**src/rtl/ex_mem_flag_if.sv**
```systemverilog
// ex_mem_flag_if: EX->MEM pipeline register bus (EX-side inputs, MEM-side outputs, flags, counter)
interface ex_mem_flag_if #(parameter int WIDTH = 16);
    logic             stall;
    logic             flush;
    logic             ex_valid;
    logic [3:0]       ex_opcode;
    logic [WIDTH-1:0] ex_alu_result;
    logic             ex_alu_ovfl;
    logic [WIDTH-1:0] ex_store_data;
    logic [3:0]       ex_rd;
    logic             ex_reg_write;
    logic             ex_mem_read;
    logic             ex_mem_write;
    logic             ex_halt;
    logic             mem_valid;
    logic [WIDTH-1:0] mem_alu_result;
    logic [WIDTH-1:0] mem_store_data;
    logic [3:0]       mem_rd;
    logic             mem_reg_write;
    logic             mem_mem_read;
    logic             mem_mem_write;
    logic             mem_halt;
    logic             flag_z;
    logic             flag_v;
    logic             flag_n;
    logic             flag_z_nxt;
    logic             flag_v_nxt;
    logic             flag_n_nxt;
    logic [15:0]      instr_count;

    modport master (
        output stall, flush, ex_valid, ex_opcode, ex_alu_result, ex_alu_ovfl, ex_store_data,
               ex_rd, ex_reg_write, ex_mem_read, ex_mem_write, ex_halt,
        input  mem_valid, mem_alu_result, mem_store_data, mem_rd, mem_reg_write, mem_mem_read,
               mem_mem_write, mem_halt, flag_z, flag_v, flag_n, flag_z_nxt, flag_v_nxt,
               flag_n_nxt, instr_count
    );

    modport slave (
        input  stall, flush, ex_valid, ex_opcode, ex_alu_result, ex_alu_ovfl, ex_store_data,
               ex_rd, ex_reg_write, ex_mem_read, ex_mem_write, ex_halt,
        output mem_valid, mem_alu_result, mem_store_data, mem_rd, mem_reg_write, mem_mem_read,
               mem_mem_write, mem_halt, flag_z, flag_v, flag_n, flag_z_nxt, flag_v_nxt,
               flag_n_nxt, instr_count
    );
endinterface

```
**src/rtl/ex_mem_flag_reg.sv**
```systemverilog
// ex_mem_flag_reg: EX->MEM pipeline register with Z/V/N flag register, flag forwarding and retire counter
module ex_mem_flag_reg #(
    parameter int WIDTH = 16
) (
    input logic          clk,
    input logic          rst,
    ex_mem_flag_if.slave bus
);
    localparam logic [3:0] OP_ADD = 4'b0000;
    localparam logic [3:0] OP_SUB = 4'b0001;
    localparam logic [3:0] OP_XOR = 4'b0010;
    localparam logic [3:0] OP_SLL = 4'b0100;
    localparam logic [3:0] OP_SRA = 4'b0101;
    localparam logic [3:0] OP_ROR = 4'b0110;

    logic             adv, hold, arith, zop;
    logic             valid_d, valid_q;
    logic [WIDTH-1:0] res_d, res_q, sd_d, sd_q;
    logic [3:0]       rd_d, rd_q, ctl_d, ctl_q;
    logic             z_d, z_q, v_d, v_q, n_d, n_q;
    logic [15:0]      cnt_d, cnt_q;

    // Next-state: flush beats stall; a stall without flush freezes everything; otherwise load or bubble
    always_comb begin
        adv     = bus.ex_valid & ~bus.stall & ~bus.flush;
        hold    = bus.stall & ~bus.flush;
        arith   = (bus.ex_opcode == OP_ADD) || (bus.ex_opcode == OP_SUB);
        zop     = arith || (bus.ex_opcode == OP_XOR) || (bus.ex_opcode == OP_SLL) ||
                  (bus.ex_opcode == OP_SRA) || (bus.ex_opcode == OP_ROR);
        z_d     = (adv && zop) ? (bus.ex_alu_result == '0) : z_q;
        v_d     = (adv && arith) ? bus.ex_alu_ovfl : v_q;
        n_d     = (adv && arith) ? bus.ex_alu_result[WIDTH-1] : n_q;
        valid_d = hold ? valid_q : adv;
        res_d   = hold ? res_q : (adv ? bus.ex_alu_result : '0);
        sd_d    = hold ? sd_q : (adv ? bus.ex_store_data : '0);
        rd_d    = hold ? rd_q : (adv ? bus.ex_rd : 4'd0);
        ctl_d   = hold ? ctl_q : (adv ? {bus.ex_reg_write, bus.ex_mem_read, bus.ex_mem_write, bus.ex_halt} : 4'd0);
        cnt_d   = adv ? cnt_q + 16'd1 : cnt_q;
    end

    // State registers with synchronous reset clearing the in-flight MEM slot, flags and counter
    always_ff @(posedge clk) begin
        if (rst) begin
            valid_q <= 1'b0;
            res_q   <= '0;
            sd_q    <= '0;
            rd_q    <= 4'd0;
            ctl_q   <= 4'd0;
            z_q     <= 1'b0;
            v_q     <= 1'b0;
            n_q     <= 1'b0;
            cnt_q   <= 16'd0;
        end else begin
            valid_q <= valid_d;
            res_q   <= res_d;
            sd_q    <= sd_d;
            rd_q    <= rd_d;
            ctl_q   <= ctl_d;
            z_q     <= z_d;
            v_q     <= v_d;
            n_q     <= n_d;
            cnt_q   <= cnt_d;
        end
    end

    assign bus.mem_valid      = valid_q;
    assign bus.mem_alu_result = res_q;
    assign bus.mem_store_data = sd_q;
    assign bus.mem_rd         = rd_q;
    assign bus.mem_reg_write  = ctl_q[3];
    assign bus.mem_mem_read   = ctl_q[2];
    assign bus.mem_mem_write  = ctl_q[1];
    assign bus.mem_halt       = ctl_q[0];
    assign bus.flag_z         = z_q;
    assign bus.flag_v         = v_q;
    assign bus.flag_n         = n_q;
    assign bus.flag_z_nxt     = z_d;
    assign bus.flag_v_nxt     = v_d;
    assign bus.flag_n_nxt     = n_d;
    assign bus.instr_count    = cnt_q;
endmodule

```
**src/flat_wrapper.sv**
```systemverilog
// flat-port wrapper written by rule: the top's interface ports become plain ports
module ex_mem_flag_reg_flat 
#(
    parameter int WIDTH = 16
)
  (clk, rst, bus_stall, bus_flush, bus_ex_valid, bus_ex_opcode, bus_ex_alu_result, bus_ex_alu_ovfl, bus_ex_store_data, bus_ex_rd, bus_ex_reg_write, bus_ex_mem_read, bus_ex_mem_write, bus_ex_halt, bus_mem_valid, bus_mem_alu_result, bus_mem_store_data, bus_mem_rd, bus_mem_reg_write, bus_mem_mem_read, bus_mem_mem_write, bus_mem_halt, bus_flag_z, bus_flag_v, bus_flag_n, bus_flag_z_nxt, bus_flag_v_nxt, bus_flag_n_nxt, bus_instr_count);
  ex_mem_flag_if #(.WIDTH(WIDTH)) bus_i ();
  input logic clk;
  input logic rst;
  input wire logic [$bits(bus_i.stall)-1:0] bus_stall;
  input wire logic [$bits(bus_i.flush)-1:0] bus_flush;
  input wire logic [$bits(bus_i.ex_valid)-1:0] bus_ex_valid;
  input wire logic [$bits(bus_i.ex_opcode)-1:0] bus_ex_opcode;
  input wire logic [$bits(bus_i.ex_alu_result)-1:0] bus_ex_alu_result;
  input wire logic [$bits(bus_i.ex_alu_ovfl)-1:0] bus_ex_alu_ovfl;
  input wire logic [$bits(bus_i.ex_store_data)-1:0] bus_ex_store_data;
  input wire logic [$bits(bus_i.ex_rd)-1:0] bus_ex_rd;
  input wire logic [$bits(bus_i.ex_reg_write)-1:0] bus_ex_reg_write;
  input wire logic [$bits(bus_i.ex_mem_read)-1:0] bus_ex_mem_read;
  input wire logic [$bits(bus_i.ex_mem_write)-1:0] bus_ex_mem_write;
  input wire logic [$bits(bus_i.ex_halt)-1:0] bus_ex_halt;
  output wire logic [$bits(bus_i.mem_valid)-1:0] bus_mem_valid;
  output wire logic [$bits(bus_i.mem_alu_result)-1:0] bus_mem_alu_result;
  output wire logic [$bits(bus_i.mem_store_data)-1:0] bus_mem_store_data;
  output wire logic [$bits(bus_i.mem_rd)-1:0] bus_mem_rd;
  output wire logic [$bits(bus_i.mem_reg_write)-1:0] bus_mem_reg_write;
  output wire logic [$bits(bus_i.mem_mem_read)-1:0] bus_mem_mem_read;
  output wire logic [$bits(bus_i.mem_mem_write)-1:0] bus_mem_mem_write;
  output wire logic [$bits(bus_i.mem_halt)-1:0] bus_mem_halt;
  output wire logic [$bits(bus_i.flag_z)-1:0] bus_flag_z;
  output wire logic [$bits(bus_i.flag_v)-1:0] bus_flag_v;
  output wire logic [$bits(bus_i.flag_n)-1:0] bus_flag_n;
  output wire logic [$bits(bus_i.flag_z_nxt)-1:0] bus_flag_z_nxt;
  output wire logic [$bits(bus_i.flag_v_nxt)-1:0] bus_flag_v_nxt;
  output wire logic [$bits(bus_i.flag_n_nxt)-1:0] bus_flag_n_nxt;
  output wire logic [$bits(bus_i.instr_count)-1:0] bus_instr_count;
  assign bus_i.stall = bus_stall;
  assign bus_i.flush = bus_flush;
  assign bus_i.ex_valid = bus_ex_valid;
  assign bus_i.ex_opcode = bus_ex_opcode;
  assign bus_i.ex_alu_result = bus_ex_alu_result;
  assign bus_i.ex_alu_ovfl = bus_ex_alu_ovfl;
  assign bus_i.ex_store_data = bus_ex_store_data;
  assign bus_i.ex_rd = bus_ex_rd;
  assign bus_i.ex_reg_write = bus_ex_reg_write;
  assign bus_i.ex_mem_read = bus_ex_mem_read;
  assign bus_i.ex_mem_write = bus_ex_mem_write;
  assign bus_i.ex_halt = bus_ex_halt;
  assign bus_mem_valid = bus_i.mem_valid;
  assign bus_mem_alu_result = bus_i.mem_alu_result;
  assign bus_mem_store_data = bus_i.mem_store_data;
  assign bus_mem_rd = bus_i.mem_rd;
  assign bus_mem_reg_write = bus_i.mem_reg_write;
  assign bus_mem_mem_read = bus_i.mem_mem_read;
  assign bus_mem_mem_write = bus_i.mem_mem_write;
  assign bus_mem_halt = bus_i.mem_halt;
  assign bus_flag_z = bus_i.flag_z;
  assign bus_flag_v = bus_i.flag_v;
  assign bus_flag_n = bus_i.flag_n;
  assign bus_flag_z_nxt = bus_i.flag_z_nxt;
  assign bus_flag_v_nxt = bus_i.flag_v_nxt;
  assign bus_flag_n_nxt = bus_i.flag_n_nxt;
  assign bus_instr_count = bus_i.instr_count;
  ex_mem_flag_reg #(.WIDTH(WIDTH)) u_core (.clk(clk), .rst(rst), .bus(bus_i));
endmodule
```
**config.mk**
```make
export PLATFORM = sky130hd
export DESIGN_NAME = ex_mem_flag_reg_flat
export DESIGN_NICKNAME = d
export VERILOG_FILES = /design/src/rtl/ex_mem_flag_if.sv /design/src/rtl/ex_mem_flag_reg.sv /design/src/flat_wrapper.sv
export SDC_FILE = /design/constraint.sdc
export NUM_CORES = 1
export LEC_CHECK = 0
export ABC_AREA = 1
export BUFFER_PORTS_ARGS = -buffer_cell sky130_fd_sc_hd__clkbuf_2
export CORE_ASPECT_RATIO = 0.5
export CORE_UTILIZATION = 50
export DETAILED_ROUTE_END_ITERATION = 6
export PLACE_DENSITY = 0.95
export SLEW_MARGIN = 30
export SYNTH_ARGS = -nofsm -noshare
export SYNTH_HDL_FRONTEND = slang
export SYNTH_SLANG_ARGS = --single-unit
```
**constraint.sdc**
```tcl
create_clock -name clk -period 1.7 [get_ports clk]
set_input_delay 0.17 -clock clk [delete_from_list [all_inputs] [get_ports clk]]
set_output_delay 0.17 -clock clk [all_outputs]
set_load 0.01 [all_outputs]
```
==> impl_results.md <==
- Maximum capacitance violations: 0
- Peak ir drop on the vdd network: 0.0005072 V
- CTS tree: yes
- Nets: around 500
- Final Hold Fails: 0
- Maximum buffer depth of the clock tree: 2
- # clock sinks: 60
- Max stage delay on crit path: 0.43 ns
- Combined global-route utilization of all metal layers: 27.23%
- WL per Instance: 12.39 um
- CP required: 1.93 ns
- DRC marker count from the first detailed-route iteration: 183
- Post-synthesis cell count: 349
- Vias: 2650
- CTS Root Cell: clkbuf_8
- Pin slew with the least headroom to its limit: between 0.4 and 0.5 ns
- Critical path type: reg -> reg
- Total nets after synthesis: 400
- Netlist area before placement: about 2400 um^2
- GRT overflow: 0
- Post-CTS sizing: 0
- Number of max-slew violations in the final report: 0
- Avg Cell Area, Syn: 7.002 um^2
- Die Footprint: just over 5000 um^2
- Remaining antenna violation count: 0
- Count of buffers inserted at the top-level ports: ~110
- Worst-skew pair later-pin latency: approximately 0.34 ns
- Register area share after synthesis: 49.16%
- Share of the synthesized area in the top cell type: 49.16%
- Leakage power summed over all cells: ~1.5 nW
- Internal power contribution: roughly 2.3 mW
- Sequential share of power: about half
- Crit path arrival time: 1.63 ns
- Non-filler instance count after layout: about 530
- Half-perimeter wire length after placement: approximately 4400 um
- Number of top-level pins: 113
- Fillcell total: 366
- Number of setup violations in the final report: 0
- Share of power burned in combinational logic: 7.0%
- CP cell instances: ha_1, nand3_1, nor2_4, nand3_1, nor2_1, nor2_1
- Portion of the clock cycle consumed by the worst path in the final layout: 82.62%
- Hold buffer count at CTS: 0
- CORE AREA: 4552 um^2
- Largest area contributor in the synthesized netlist: dfxtp_1
- Vias per std cell: 4.981
- Sw Ratio: a little over a fifth
- Biggest fanout along the worst timing path: 7
- Clock Skews: 0.01218 ns
- CP max stage cell: dfxtp_1
- Outcome: completed
- Number of global-route vias before repair: between 2k and 3k
- Ant. Diodes: 0
- Remaining routing DRC violations: 0
- Placed insts: between 500 and 600
- Final Instance Area: 3284 um^2
- Gp weighted congestion: 0.8500
- Power density normalized to cell area: 909.1 nW/um^2
- Largest net degree at the start of global routing: 27
- Kind of capture point of the worst setup path: flop
- Area growth syn-to-layout: 34.41%
- CTS buffer count: 9
- Maximum clock frequency: between 0.7 and 0.8 GHz
- Sw Pwr: 648.4 uW
- Leading cell type in the layout, fill and taps excluded: nand2_1
- Launching element type of the critical path: flop
- DIE HEIGHT: 51.44 um
- Number of iterations in the first detailed-routing pass: 5
- Normalized max-slew margin: approximately three quarters
- Total of warnings raised by yosys: 0
- Clock slew at reported path FFs: 0.07 ns
- Top area cells in the synthesized netlist: dfxtp_1 (49%), nand2_1 (20%), a21oi_1 (10%)
- Worst Hold Class: in -> reg
- Unrepaired setup endpoints after global routing: no
- Number of flip-flops and latches in the synthesized netlist: 60
- Period minus WS final: 1.405 ns
- Clock share of power: 44.7%
- Initial core utilization: 53.68%
- Post CTS Setup Buffer Count: 0
- First-pass GRT wire length: 10670 um
- Netlist cell types: 24
- Area after detailed placement: about 3100 um^2
- Final wirelength: 6591 um
- Layout cells sized above 1: 30.04%
- Placement row count: 17
- Commonest cells after routing, fill and taps aside: nand2_1 (131), clkbuf_2 (112), dfxtp_1 (60)
- Largest delay contributor family on the critical path: simple AND/OR/NAND/NOR gates
- Initial antenna violation count: 0
- Critical path buffer and inverter count: 0
- Die outline width: 100.9 um
- Number of levels the H-tree was split into: 3
- Total negative slack: 0 ns
[cells in the mapped netlist]
cell	number
inv_2	1
buf_4	1
a21oi_1	49
buf_1	2
nor3_1	2
nand3_1	10
o21ai_0	2
inv_1	24
nand4_1	4
nor2_1	41
nand2_2	1
nand3_4	1
nor2_2	1
nor3_2	1
clkbuf_1	3
or2_2	1
dfxtp_1	60
nand2_1	131
xor2_1	1
buf_2	9
o21ai_1	1
nor2_4	1
a21o_1	1
ha_1	1
[cell type report]
class                   instances  area [um^2]  area share [%]
multi-input cells             249         1080           32.88
inverters                      25        93.84           2.857
clock inverters                 1        30.03          0.9143
flip-flops and latches         60         1201           36.57
clock buffers                  13        178.9           5.448
well taps                      66        82.58           2.514
repair buffers                118        618.1           18.82
[layer usage]
metal  GRT usage (%)  part of all wire (%)  vias to the layer above  routed length [um]
li1                -                     -                     1318                   -
met1           28.27                    40                     1179                2649
met2           48.97                    49                      132                3222
met3           9.029                   8.6                       21                 567
met4           16.43                   2.3                        0                 151
met5               0                     0                        -                   0
[flip-flops by register name, summed over array words and instances (netlist names)]
name and count:
u_core.bus.mem_alu_result 16, u_core.ctl_q 4, u_core.bus.flag_n 1, u_core.bus.mem_valid 1, u_core.bus.mem_store_data 16, u_core.bus.flag_z 1, u_core.bus.mem_rd 4, u_core.bus.instr_count 16
u_core.bus.flag_v 1
[worst register-to-register path: cells and delay by family, from the launching register on]
kind          cells  cell delay, ns
flops             1            0.43
simple gates      5            0.65
fa+ha+maj         1            0.22
[cell families after synthesis]
kind of cell / synth area share (%)
xor+xnor: 0.3585
buf+inv: 6.759
simple gates: 32.26
flops: 49.16
fa+ha+maj: 0.5120
compound gates: 10.96
[per-stage QoR]
stage | hold slack (ns) | util, % | total power [mW] | worst slack [ns]
2_1_floorplan | 0.3130 | - | 1.567 | 0.4570
3_3_place_gp | 0.4004 | 67.56 | 1.675 | 0.4084
3_5_place_dp | 0.4072 | 67.56 | 1.679 | 0.3766
4_1_cts | 0.04478 | 72.16 | 3.002 | 0.3156
5_1_grt | 0.06005 | 72.16 | 3.095 | 0.1794
6_report | 0.05483 | 72.16 | 2.986 | 0.2954
[power groups by stage]
stage / registers [mW] / clock network (mW) / logic (mW)
2_1_floorplan: 1.48 / 0 / 0.0855
3_3_place_gp: 1.47 / 0 / 0.205
3_5_place_dp: 1.47 / 0 / 0.207
4_1_cts: 1.44 / 1.35 / 0.209
5_1_grt: 1.44 / 1.42 / 0.232
6_report: 1.44 / 1.34 / 0.209
[final timing paths]
check,depth (start not counted),startpoint,slack [ns],endpoint
min,3,bus_ex_store_data[4],0.05,u_core.bus.mem_store_data[4]$_SDFFE_PP0N_
max,6,u_core.bus.instr_count[0]$_SDFFE_PP0P_,0.30,u_core.bus.instr_count[12]$_SDFFE_PP0P_
max reg2reg,6,u_core.bus.instr_count[0]$_SDFFE_PP0P_,0.30,u_core.bus.instr_count[12]$_SDFFE_PP0P_
min reg2reg,2,u_core.bus.mem_alu_result[4]$_SDFFE_PP0N_,0.46,u_core.bus.mem_alu_result[4]$_SDFFE_PP0N_
Note: power is estimated with default switching activity, not from simulation.
